$ cat src/rtl/instruction_fetch_pkg.sv
// Shared fetch-stage types and constants: FSM states, next-PC select, widths and the
// opcode field slice that decode/control consume.
package instruction_fetch_pkg;

   localparam int XLEN    = 32;
   localparam int INST_W  = 32;
   localparam logic [XLEN-1:0] PC_STEP = 32'd4;

   // inst[OPC_MSB:OPC_LSB] is the opcode minus its always-11 low bits
   localparam int OPC_LSB = 2;
   localparam int OPC_MSB = 6;
   localparam int OPC_W   = OPC_MSB - OPC_LSB + 1;

   localparam logic [XLEN-1:0] ALIGN_MASK = ~(PC_STEP - 32'd1);

   typedef enum logic [1:0] {
      IDLE,
      FETCH,
      HOLD,
      DRAIN
   } fetch_state_e;

   typedef enum logic [1:0] {
      NPC_HOLD,
      NPC_STEP,
      NPC_BRANCH
   } npc_sel_e;

   function automatic logic [XLEN-1:0] align_pc(input logic [XLEN-1:0] addr);
      return addr & ALIGN_MASK;
   endfunction

endpackage

$ cat src/rtl/instruction_fetch_pc_gen.sv
// Next-PC mux: hold, sequential step (wraps mod 2^32) or word-aligned branch target.
// Optional FETCH_MISALIGN_CHECK_EN exposes whether the raw target was misaligned.
module fetch_pc_gen
   import instruction_fetch_pkg::*;
(
   input  logic [XLEN-1:0] pc,
   input  npc_sel_e        sel,
   input  logic [XLEN-1:0] branch_target,
`ifdef FETCH_MISALIGN_CHECK_EN
   output logic            target_misaligned,
`endif
   output logic [XLEN-1:0] next_pc
);

   always_comb begin
      next_pc = pc;
      case (sel)
         NPC_STEP:   next_pc = pc + PC_STEP;
         NPC_BRANCH: next_pc = align_pc(branch_target);
         default:    next_pc = pc;
      endcase
   end

`ifdef FETCH_MISALIGN_CHECK_EN
   assign target_misaligned = |branch_target[1:0];
`endif

endmodule

$ cat src/rtl/instruction_fetch.sv
// Instruction fetch stage: one outstanding imem read, holds the word until decode accepts,
// redirects on branch_taken. Optional FETCH_MISALIGN_CHECK_EN adds sticky misalign_err.
module instruction_fetch
   import instruction_fetch_pkg::*;
#(
   parameter logic [XLEN-1:0] RESET_PC = 32'h0000_0000
)
(
   input  logic              clk,
   input  logic              rst,
`ifdef FETCH_MISALIGN_CHECK_EN
   output logic              misalign_err,
`endif
   output logic              imem_req,
   output logic [XLEN-1:0]   imem_addr,
   input  logic              imem_rvalid,
   input  logic [INST_W-1:0] imem_rdata,
   input  logic              branch_taken,
   input  logic [XLEN-1:0]   branch_target,
   output logic              inst_valid,
   input  logic              inst_ready,
   output logic [INST_W-1:0] inst,
   output logic [XLEN-1:0]   pc,
   output logic [OPC_W-1:0]  partial_opcode
);

   fetch_state_e      state_q, state_d;
   logic [XLEN-1:0]   pc_q, pc_d;
   logic [INST_W-1:0] inst_q, inst_d;
   logic              inst_valid_q, inst_valid_d;
   logic              imem_req_q, imem_req_d;
   npc_sel_e          npc_sel;

`ifdef FETCH_MISALIGN_CHECK_EN
   logic              misalign_err_q, misalign_err_d;
   logic              target_misaligned;
`endif

   fetch_pc_gen u_pc_gen (
      .pc                (pc_q),
      .sel               (npc_sel),
      .branch_target     (branch_target),
`ifdef FETCH_MISALIGN_CHECK_EN
      .target_misaligned (target_misaligned),
`endif
      .next_pc           (pc_d)
   );

   // branch_taken is checked first in every state so it wins over rvalid and ready
   always_comb begin
      state_d      = state_q;
      inst_d       = inst_q;
      inst_valid_d = inst_valid_q;
      npc_sel      = NPC_HOLD;
      case (state_q)
         IDLE: begin
            state_d = FETCH;
            if (branch_taken) begin
               npc_sel = NPC_BRANCH;
            end
         end
         FETCH: begin
            if (branch_taken) begin
               npc_sel = NPC_BRANCH;
               state_d = imem_rvalid ? FETCH : DRAIN;
            end else if (imem_rvalid) begin
               inst_d       = imem_rdata;
               inst_valid_d = 1'b1;
               state_d      = HOLD;
            end
         end
         HOLD: begin
            if (branch_taken) begin
               npc_sel      = NPC_BRANCH;
               inst_valid_d = 1'b0;
               state_d      = FETCH;
            end else if (inst_ready) begin
               npc_sel      = NPC_STEP;
               inst_valid_d = 1'b0;
               state_d      = FETCH;
            end
         end
         DRAIN: begin
            if (branch_taken) begin
               npc_sel = NPC_BRANCH;
            end
            // the stale response retires the outstanding request, redirect or not
            if (imem_rvalid) begin
               state_d = FETCH;
            end
         end
         default: begin
            state_d      = IDLE;
            inst_valid_d = 1'b0;
         end
      endcase
      imem_req_d = (state_d == FETCH);
   end

   always_ff @(posedge clk or posedge rst) begin
      if (rst) begin
         state_q      <= IDLE;
         pc_q         <= RESET_PC;
         inst_q       <= '0;
         inst_valid_q <= 1'b0;
         imem_req_q   <= 1'b0;
      end else begin
         state_q      <= state_d;
         pc_q         <= pc_d;
         inst_q       <= inst_d;
         inst_valid_q <= inst_valid_d;
         imem_req_q   <= imem_req_d;
      end
   end

`ifdef FETCH_MISALIGN_CHECK_EN
   always_comb begin
      misalign_err_d = misalign_err_q | (branch_taken & target_misaligned);
   end

   always_ff @(posedge clk or posedge rst) begin
      if (rst) begin
         misalign_err_q <= 1'b0;
      end else begin
         misalign_err_q <= misalign_err_d;
      end
   end

   assign misalign_err = misalign_err_q;
`endif

   assign imem_req       = imem_req_q;
   assign imem_addr      = pc_q;
   assign inst_valid     = inst_valid_q;
   assign inst           = inst_q;
   assign pc             = pc_q;
   assign partial_opcode = inst_q[OPC_MSB:OPC_LSB];

endmodule

$ cat config.mk
export PLATFORM = sky130hd
export DESIGN_NAME = instruction_fetch
export DESIGN_NICKNAME = d
export VERILOG_FILES = /design/src/rtl/instruction_fetch_pkg.sv /design/src/rtl/instruction_fetch_pc_gen.sv /design/src/rtl/instruction_fetch.sv
export SDC_FILE = /design/constraint.sdc
export NUM_CORES = 1
export LEC_CHECK = 0
export BUFFER_PORTS_ARGS = -buffer_cell sky130_fd_sc_hd__buf_4
export CAP_MARGIN = 0
export CORE_UTILIZATION = 47
export DETAILED_ROUTE_END_ITERATION = 6
export PLACE_DENSITY_LB_ADDON = 0.15
export SKIP_LAST_GASP = 1
export SYNTH_ARGS = -nofsm -noshare
export SYNTH_HDL_FRONTEND = slang
export SYNTH_SLANG_ARGS = --single-unit
$ cat constraint.sdc
create_clock -name clk -period 3.1 [get_ports clk]
set_input_delay 0 -clock clk [delete_from_list [all_inputs] [get_ports clk]]
set_output_delay 0 -clock clk [all_outputs]
set_load 0.1 [all_outputs]
==> results of run 1 <==
## final cells by class
class / count / area (µm²) / area share
clock inverter: 6 / 67.6 / 0.0123
tap: 99 / 124 / 0.0226
multi-input combinational: 229 / 1590 / 0.290
clock buffer: 10 / 128 / 0.0233
timing repair buffer: 232 / 1890 / 0.345
inverter: 8 / 30.0 / 0.00548
sequential: 66 / 1650 / 0.302
## synth_stat cells, types with 2 or more instances
| cell type | instances | share of area |
|---|---|---|
| o22a_1 | 3 | 0.0072 |
| nand3b_1 | 2 | 0.0041 |
| nand4_1 | 2 | 0.0034 |
| o32ai_1 | 3 | 0.0072 |
| and2_1 | 3 | 0.0052 |
| buf_4 | 42 | 0.087 |
| and4_1 | 5 | 0.012 |
| clkbuf_1 | 11 | 0.011 |
| and3_1 | 6 | 0.010 |
| nor2_1 | 19 | 0.020 |
| a2bb2oi_1 | 2 | 0.0048 |
| o22ai_1 | 3 | 0.0052 |
| nor4_1 | 2 | 0.0034 |
| a211oi_1 | 5 | 0.010 |
| nand2_1 | 25 | 0.026 |
| o21ai_0 | 20 | 0.028 |
| a22oi_1 | 7 | 0.014 |
| o311ai_0 | 5 | 0.012 |
| nor3b_1 | 2 | 0.0041 |
| nor2b_1 | 3 | 0.0052 |
| mux2_2 | 33 | 0.10 |
| dfrtp_1 | 66 | 0.45 |
| inv_1 | 7 | 0.0072 |
| buf_2 | 3 | 0.0041 |
| nand3_1 | 18 | 0.025 |
| or4_1 | 2 | 0.0041 |
| nand2b_1 | 2 | 0.0034 |
| ha_1 | 2 | 0.0069 |
| and4_4 | 2 | 0.0062 |
| a21oi_1 | 14 | 0.019 |
| a31oi_1 | 3 | 0.0052 |
| mux2i_1 | 2 | 0.0055 |
| a32oi_1 | 4 | 0.0096 |
| o2bb2ai_1 | 3 | 0.0072 |
| nor3_1 | 8 | 0.011 |
## worst register-to-register path, cell delays in order (launching register included)
cell	delay (ps)
dfrtp_1	450
or4b_2	690
ha_1	320
buf_4	280
clkinv_1	250
nand2_1	280
o22ai_1	110
a31oi_1	150
o31a_1	160
## power groups by stage
| stage | Combinational (mW) | Sequential, mW | Clock [mW] |
|---|---|---|---|
| final | 3.34 | 1.30 | 0.719 |
| after global routing | 3.42 | 1.33 | 0.764 |
| after CTS | 3.33 | 1.28 | 0.726 |
| after detailed placement | 3.26 | 1.29 | 0 |
| after global placement | 3.24 | 1.28 | 0 |
| after floorplan | 1.18 | 2.82 | 0 |
## routing by layer
layer / wire, µm / GRT usage
met4: 103 / 0.0753
met5: 0 / 0
met2: 5450 / 0.460
met3: 747 / 0.0457
met1: 4650 / 0.356
## flip-flops by register name (all words and copies together) (netlist names)
signal	flops
imem_addr	30
imem_req	1
inst	32
inst_valid	1
state_q	2
## cells by family after synthesis
group,after synthesis
adder cells (fa/ha/maj),2
multiplexers,35
other,1
AO/OA/AOI/OAI,78
AND/OR/NAND/NOR,110
flip-flops,66
buffers and inverters,65
## final timing paths
check                            startpoint             to  slack (ps)  cells after the start
setup / recovery                 state_q[0]  imem_addr[20]         370                      8
hold / removal             branch_target[2]   imem_addr[2]          20                      4
setup reg to reg                 state_q[0]  imem_addr[20]         370                      8
hold reg to reg                    inst[20]       inst[20]         510                      1
max in group asynchronous               rst   imem_addr[5]        1760                      4
min in group asynchronous               rst        inst[3]         480                      3
==> qor.yml, run 1 <==
status:
  status: "finished, final reports clean"
detailed_routing:
  dr.pass1.iters: 5
  drc: 0
  drt-initial-drc-count: 188
  routed_wl_um: 10900
  post_drt_wl_per_cell_um: 16.8
  avgViaCountPerCell: 5.49
  ant_nets: 0
  num_vias: 3571
cts:
  clk_pin_slew_ps: 80
  ctsHtreeMaxLevel: 3
  hold_buffers: 59
  cts_root_buffer: "clkbuf_8"
  clkSinkCount: 66
  cts_tree: "built"
  numCtsBuffers: 9
  clockBufferDepth: 2
  clock_latency_ps: 340
  cts_resized: 0
  post_cts_buffers: 0
floorplan:
  start_util: 0.493
  fp-row-count: 31
  die_h_um: 89.9
  die_area_um2: 8090
  die_x_um: 89.9
  core_region_area_um2: 7370
  io_pins: 172
finish:
  fill_cells: 546
  nets: 617
  utilization: 0.743
  layout-drive-gt1-share: 0.423
  design_area_um2: 5480
  final_common_cell: "buf_4"
  diodes: 0
  final_cell_mix: "173 x buf_4, 66 x dfrtp_1, 59 x dlygate4sd3_1"
  area_growth_pct: 50.7
  fin_cells: 650
pwr:
  fin_total_pwr_mw: 5.35
  comb_power_share: 0.624
  p_per_area_nw_per_um2: 977
  p_leak_nw: 2.47
  p_clk_frac: 0.134
  switching_share: 0.601
  power.internal_mw: 2.14
  ir_drop_v: 0.000510
  p_seq_frac: 0.242
  switchingPower_mw: 3.22
grt:
  antenna_found_initial: 0
  grt_usage: 0.270
  grt_pass1_wl_um: 17700
  grt_max_degree: 49
  overflow: 0
  grt_pass1_vias: 3479
worst_setup_path:
  crit_type: "flip-flop to flip-flop"
  path_cells: "or4b_2 -> ha_1 -> buf_4 -> clkinv_1 -> nand2_1 -> o22ai_1 -> a31oi_1 -> o31a_1"
  critPathMaxStageDelay_ps: 690
  cp_data_required_time_ps: 3380
  critPathBufInv: 2
  crit_path_start_kind: "flip-flop"
  slowest_stage: "or4b_2"
  critical_path.top_delay_family: "simple AND/OR/NAND/NOR gates"
  critPathArrivalTime_ps: 3010
  endpoint_kind: "flip-flop"
  critPathMaxFanout: 24
placed_design:
  gp_congestion: 0.865
  dp.cells: 575
  dp_slack_ps: 428
  dpl.hpwl_um: 6810
  place_area_um2: 4690
  port_buffers: 165
sta:
  skew_ps: 10.8
  grt_setup_unrepaired: "no"
  min_period_ps: 2730
  worst_hold_slack_ps: 17.4
  final.setup.tns_ps: 0
  finalSetupViolCount: 0
  hold_viol_final: 0
  worstMarginPinSlew_ps: 1030
  finalMaxSlewViolations: 0
  slew_headroom: 0.314
  max_freq_ghz: 0.366
  period_share: 0.881
  setup_ws_ps: 367
synth:
  netlist_instances: 357
  synth_cell_types: 53
  ys.flop_type: "dfrtp_1"
  synth_mux_area_frac: 0.108
  synth_edf_count: 0
  postSynthAreaPerCell_um2: 10.2
  yosysSeqAreaShare: 0.454
  synth_top_family_by_area: "simple AND/OR/NAND/NOR gates"
  yosys_warnings: 0
  synth_compound_area_frac: 0.147
  synth-xor-area-share: 0
  synth_fa_ha_area_frac: 0.00688
  async_flop_share: 1.00
  syn_area_um2: 3630
  synth_seq_cells: 66
  synth_simple_gate_area_share: 0.171
run:
  cap_violations: 0
min_path:
  hp-class: "input port to flip-flop"
(Power assumes the default switching activity.)
==> inputs of run 2 (changes only) <==
CORE_UTILIZATION = 48   (was 47)
SYNTH_HIERARCHICAL = 1   (was not set)
==> run 2 against run 1 <==
Net effect:
- critical path depth shrank 1
- register-to-register slack gained 320 ps
- routed wire length shrank 2.7%
- worst hold slack lost 13 ps
- setup slack gained 320 ps
- non-clock buffer count grew 1
- total power shrank 15%
- synthesized area grew 8.8%
- combinational power shrank 25%
- global-route usage shrank 1.9 points
- largest cell class unchanged
- largest power group unchanged
==> qor.yml, run 2 <==
status:
  status: "finished, final reports clean"
worst_setup_path:
  rr_worst_depth: 7
  crit_type: "flip-flop to flip-flop"
  crit_path_start_kind: "flip-flop"
  critPathMaxFanout: 36
  rr_endpoint: "imem_addr[11]"
  r2r_slack_ps: 690
  r2r_start: "state_q[0]"
  cp_data_required_time_ps: 3280
  critPathArrivalTime_ps: 2600
  endpoint_kind: "flip-flop"
synth:
  postSynthAreaPerCell_um2: 10.8
  syn_area_um2: 3960
  synth.most_common_cell: "dfrtp_1"
  ys_top_cells_by_count: "68 x dfrtp_1, 39 x buf_4, 27 x mux2_4, 27 x nor2_1, 22 x nand2_1"
  ys.flop_type: "dfrtp_1"
  synth_top_area_frac: 0.430
  synth_edf_count: 0
  async_flop_share: 1.00
  yosys_warnings: 6
  synth_cell_types: 52
  synth_seq_cells: 68
  synth.area.top_cells: "dfrtp_1 43%, mux2_4 10%, buf_4 7.4%"
  synth_top_area_cell: "dfrtp_1"
  yosysSeqAreaShare: 0.430
  netlist_instances: 367
  syn_nets: 439
cts:
  cts_root_buffer: "clkbuf_8"
  clockBufferDepth: 2
  cts_tree: "built"
  clock_latency_ps: 340
  cts_resized: 0
  clk_pin_slew_ps: 80
  numCtsBuffers: 9
  ctsHtreeMaxLevel: 3
  clkSinkCount: 68
sta:
  min_period_ps: 2410
  worstMarginPinSlew_ps: 826
  slew_headroom: 0.449
  finalMaxSlewViolations: 0
  final.setup.tns_ps: 0
  period_share: 0.778
  max_freq_ghz: 0.415
  grt_setup_unrepaired: "no"
  skew_ps: 12.7
  hold_viol_final: 0
  finalSetupViolCount: 0
finish:
  utilization: 0.737
  fill_cells: 581
  layout-drive-gt1-share: 0.434
  final_common_cell: "buf_4"
  final_cell_mix: "174 x buf_4, 68 x dfrtp_1, 59 x dlygate4sd3_1"
  design_area_um2: 5780
  diodes: 0
  multi_input_area_um2: 1770
  nets: 624
  ff_latch_area_um2: 1700
  area_growth_pct: 46.2
grt:
  grt_usage: 0.251
  grt_max_degree: 40
  overflow: 0
  antenna_found_initial: 0
  grt_pass1_vias: 3414
  grt_pass1_wl_um: 16900
floorplan:
  fp-row-count: 32
  die_x_um: 92.8
  start_util: 0.504
  die_h_um: 92.8
  io_pins: 172
  die_area_um2: 8610
  core_region_area_um2: 7850
placed_design:
  gp_congestion: 0.794
  port_buffers: 169
  place_area_um2: 4970
  dpl.hpwl_um: 6670
detailed_routing:
  drt-initial-drc-count: 151
  avgViaCountPerCell: 5.31
  ant_nets: 0
  drc: 0
  num_vias: 3498
  post_drt_wl_per_cell_um: 16.2
  dr.pass1.iters: 4
  routed_wl_um: 10600
run:
  cap_violations: 0
min_path:
  hp-class: "input port to flip-flop"
  whs_endpoint: "imem_addr[27]"
  min_path_cells: 5
  min_from: "branch_target[27]"
pwr:
  p_leak_nw: 2.75
  p_per_area_nw_per_um2: 786
  ir_drop_v: 0.000590
-- run 2: cell types whose count changed in the layout (fill, tap and decap cells not counted), moves of 5 or more --
| cell | delta |
|---|---|
| nand3_1 | -13 |
| nor2_1 | +8 |
| mux2_2 | -25 |
| o21ai_1 | +8 |
| mux2i_1 | +14 |
| mux2_4 | +27 |
| a22oi_1 | +8 |
| o21ai_0 | -7 |
| inv_1 | +11 |
| o311ai_0 | -5 |
-- run 2: cells by family after synthesis --
group / after synthesis / synth area share
and+or+nand+nor: 96 / 0.149
buffers and inverters: 77 / 0.124
AOI/OAI and AO/OA: 71 / 0.119
DFF: 68 / 0.430
muxes: 52 / 0.169
adders and majority gates: 3 / 0.00949
-- run 2: worst max path at each step --
stage	startpoint	to	slack [ps]	cells after the start
6_report	state_q[0]	imem_addr[11]	690	7
5_1_grt	state_q[0]	imem_addr[11]	480	7
4_1_cts	state_q[0]	imem_addr[11]	700	7
3_5_place_dp	state_q[0]	imem_addr[11]	710	7
3_3_place_gp	state_q[0]	imem_addr[11]	750	7
2_1_floorplan	imem_addr[3]	imem_addr[18]	590	7
-- run 2: worst max-delay path: stages, from the launching register on --
cell	delay, ps
dfrtp_1	420
and4bb_2	330
inv_1	50
ha_2	670
buf_4	430
nor2_1	90
mux2i_1	140
o221ai_1	120
-- run 2: repair_timing --
action                                  4_1_cts  5_1_grt
hold endpoints to repair                     96        0
hold buffers                                 59        0
setup buffers                                 0        0
endpoints found under the setup margin        0        0
-- run 2: where the power goes --
part	switching (mW)	internal (mW)	total, mW
combinational	1.92	0.596	2.52
clock	0.364	0.459	0.822
sequential	0.155	1.05	1.21
-- run 2: per-stage QoR --
| step | std cells | setup WS (ps) | hold WS [ps] | total power, mW |
|---|---|---|---|---|
| after floorplan | 367 | 587 | 92.3 | 3.24 |
| after global placement | 584 | 747 | 201 | 3.64 |
| after detailed placement | 584 | 710 | 212 | 3.66 |
| after CTS | 659 | 696 | 1.03 | 4.55 |
| after global routing | 659 | 483 | 53.6 | 4.69 |
| final | 659 | 689 | 4.58 | 4.55 |
-- run 2: layout make-up --
class,count,share of cell area
timing repair buffer,233,0.328
multi-input combinational,222,0.305
sequential,68,0.294
tap,102,0.0221
clock buffer,9,0.0214
clock inverter,7,0.0171
inverter,18,0.0117
-- run 2: layer usage --
layer,up-vias,part of all wire,global-route usage
li1,1642,-,-
met4,0,0.014,0.0769
met2,153,0.51,0.445
met1,1690,0.42,0.315
met5,-,0,0
met3,13,0.056,0.0328
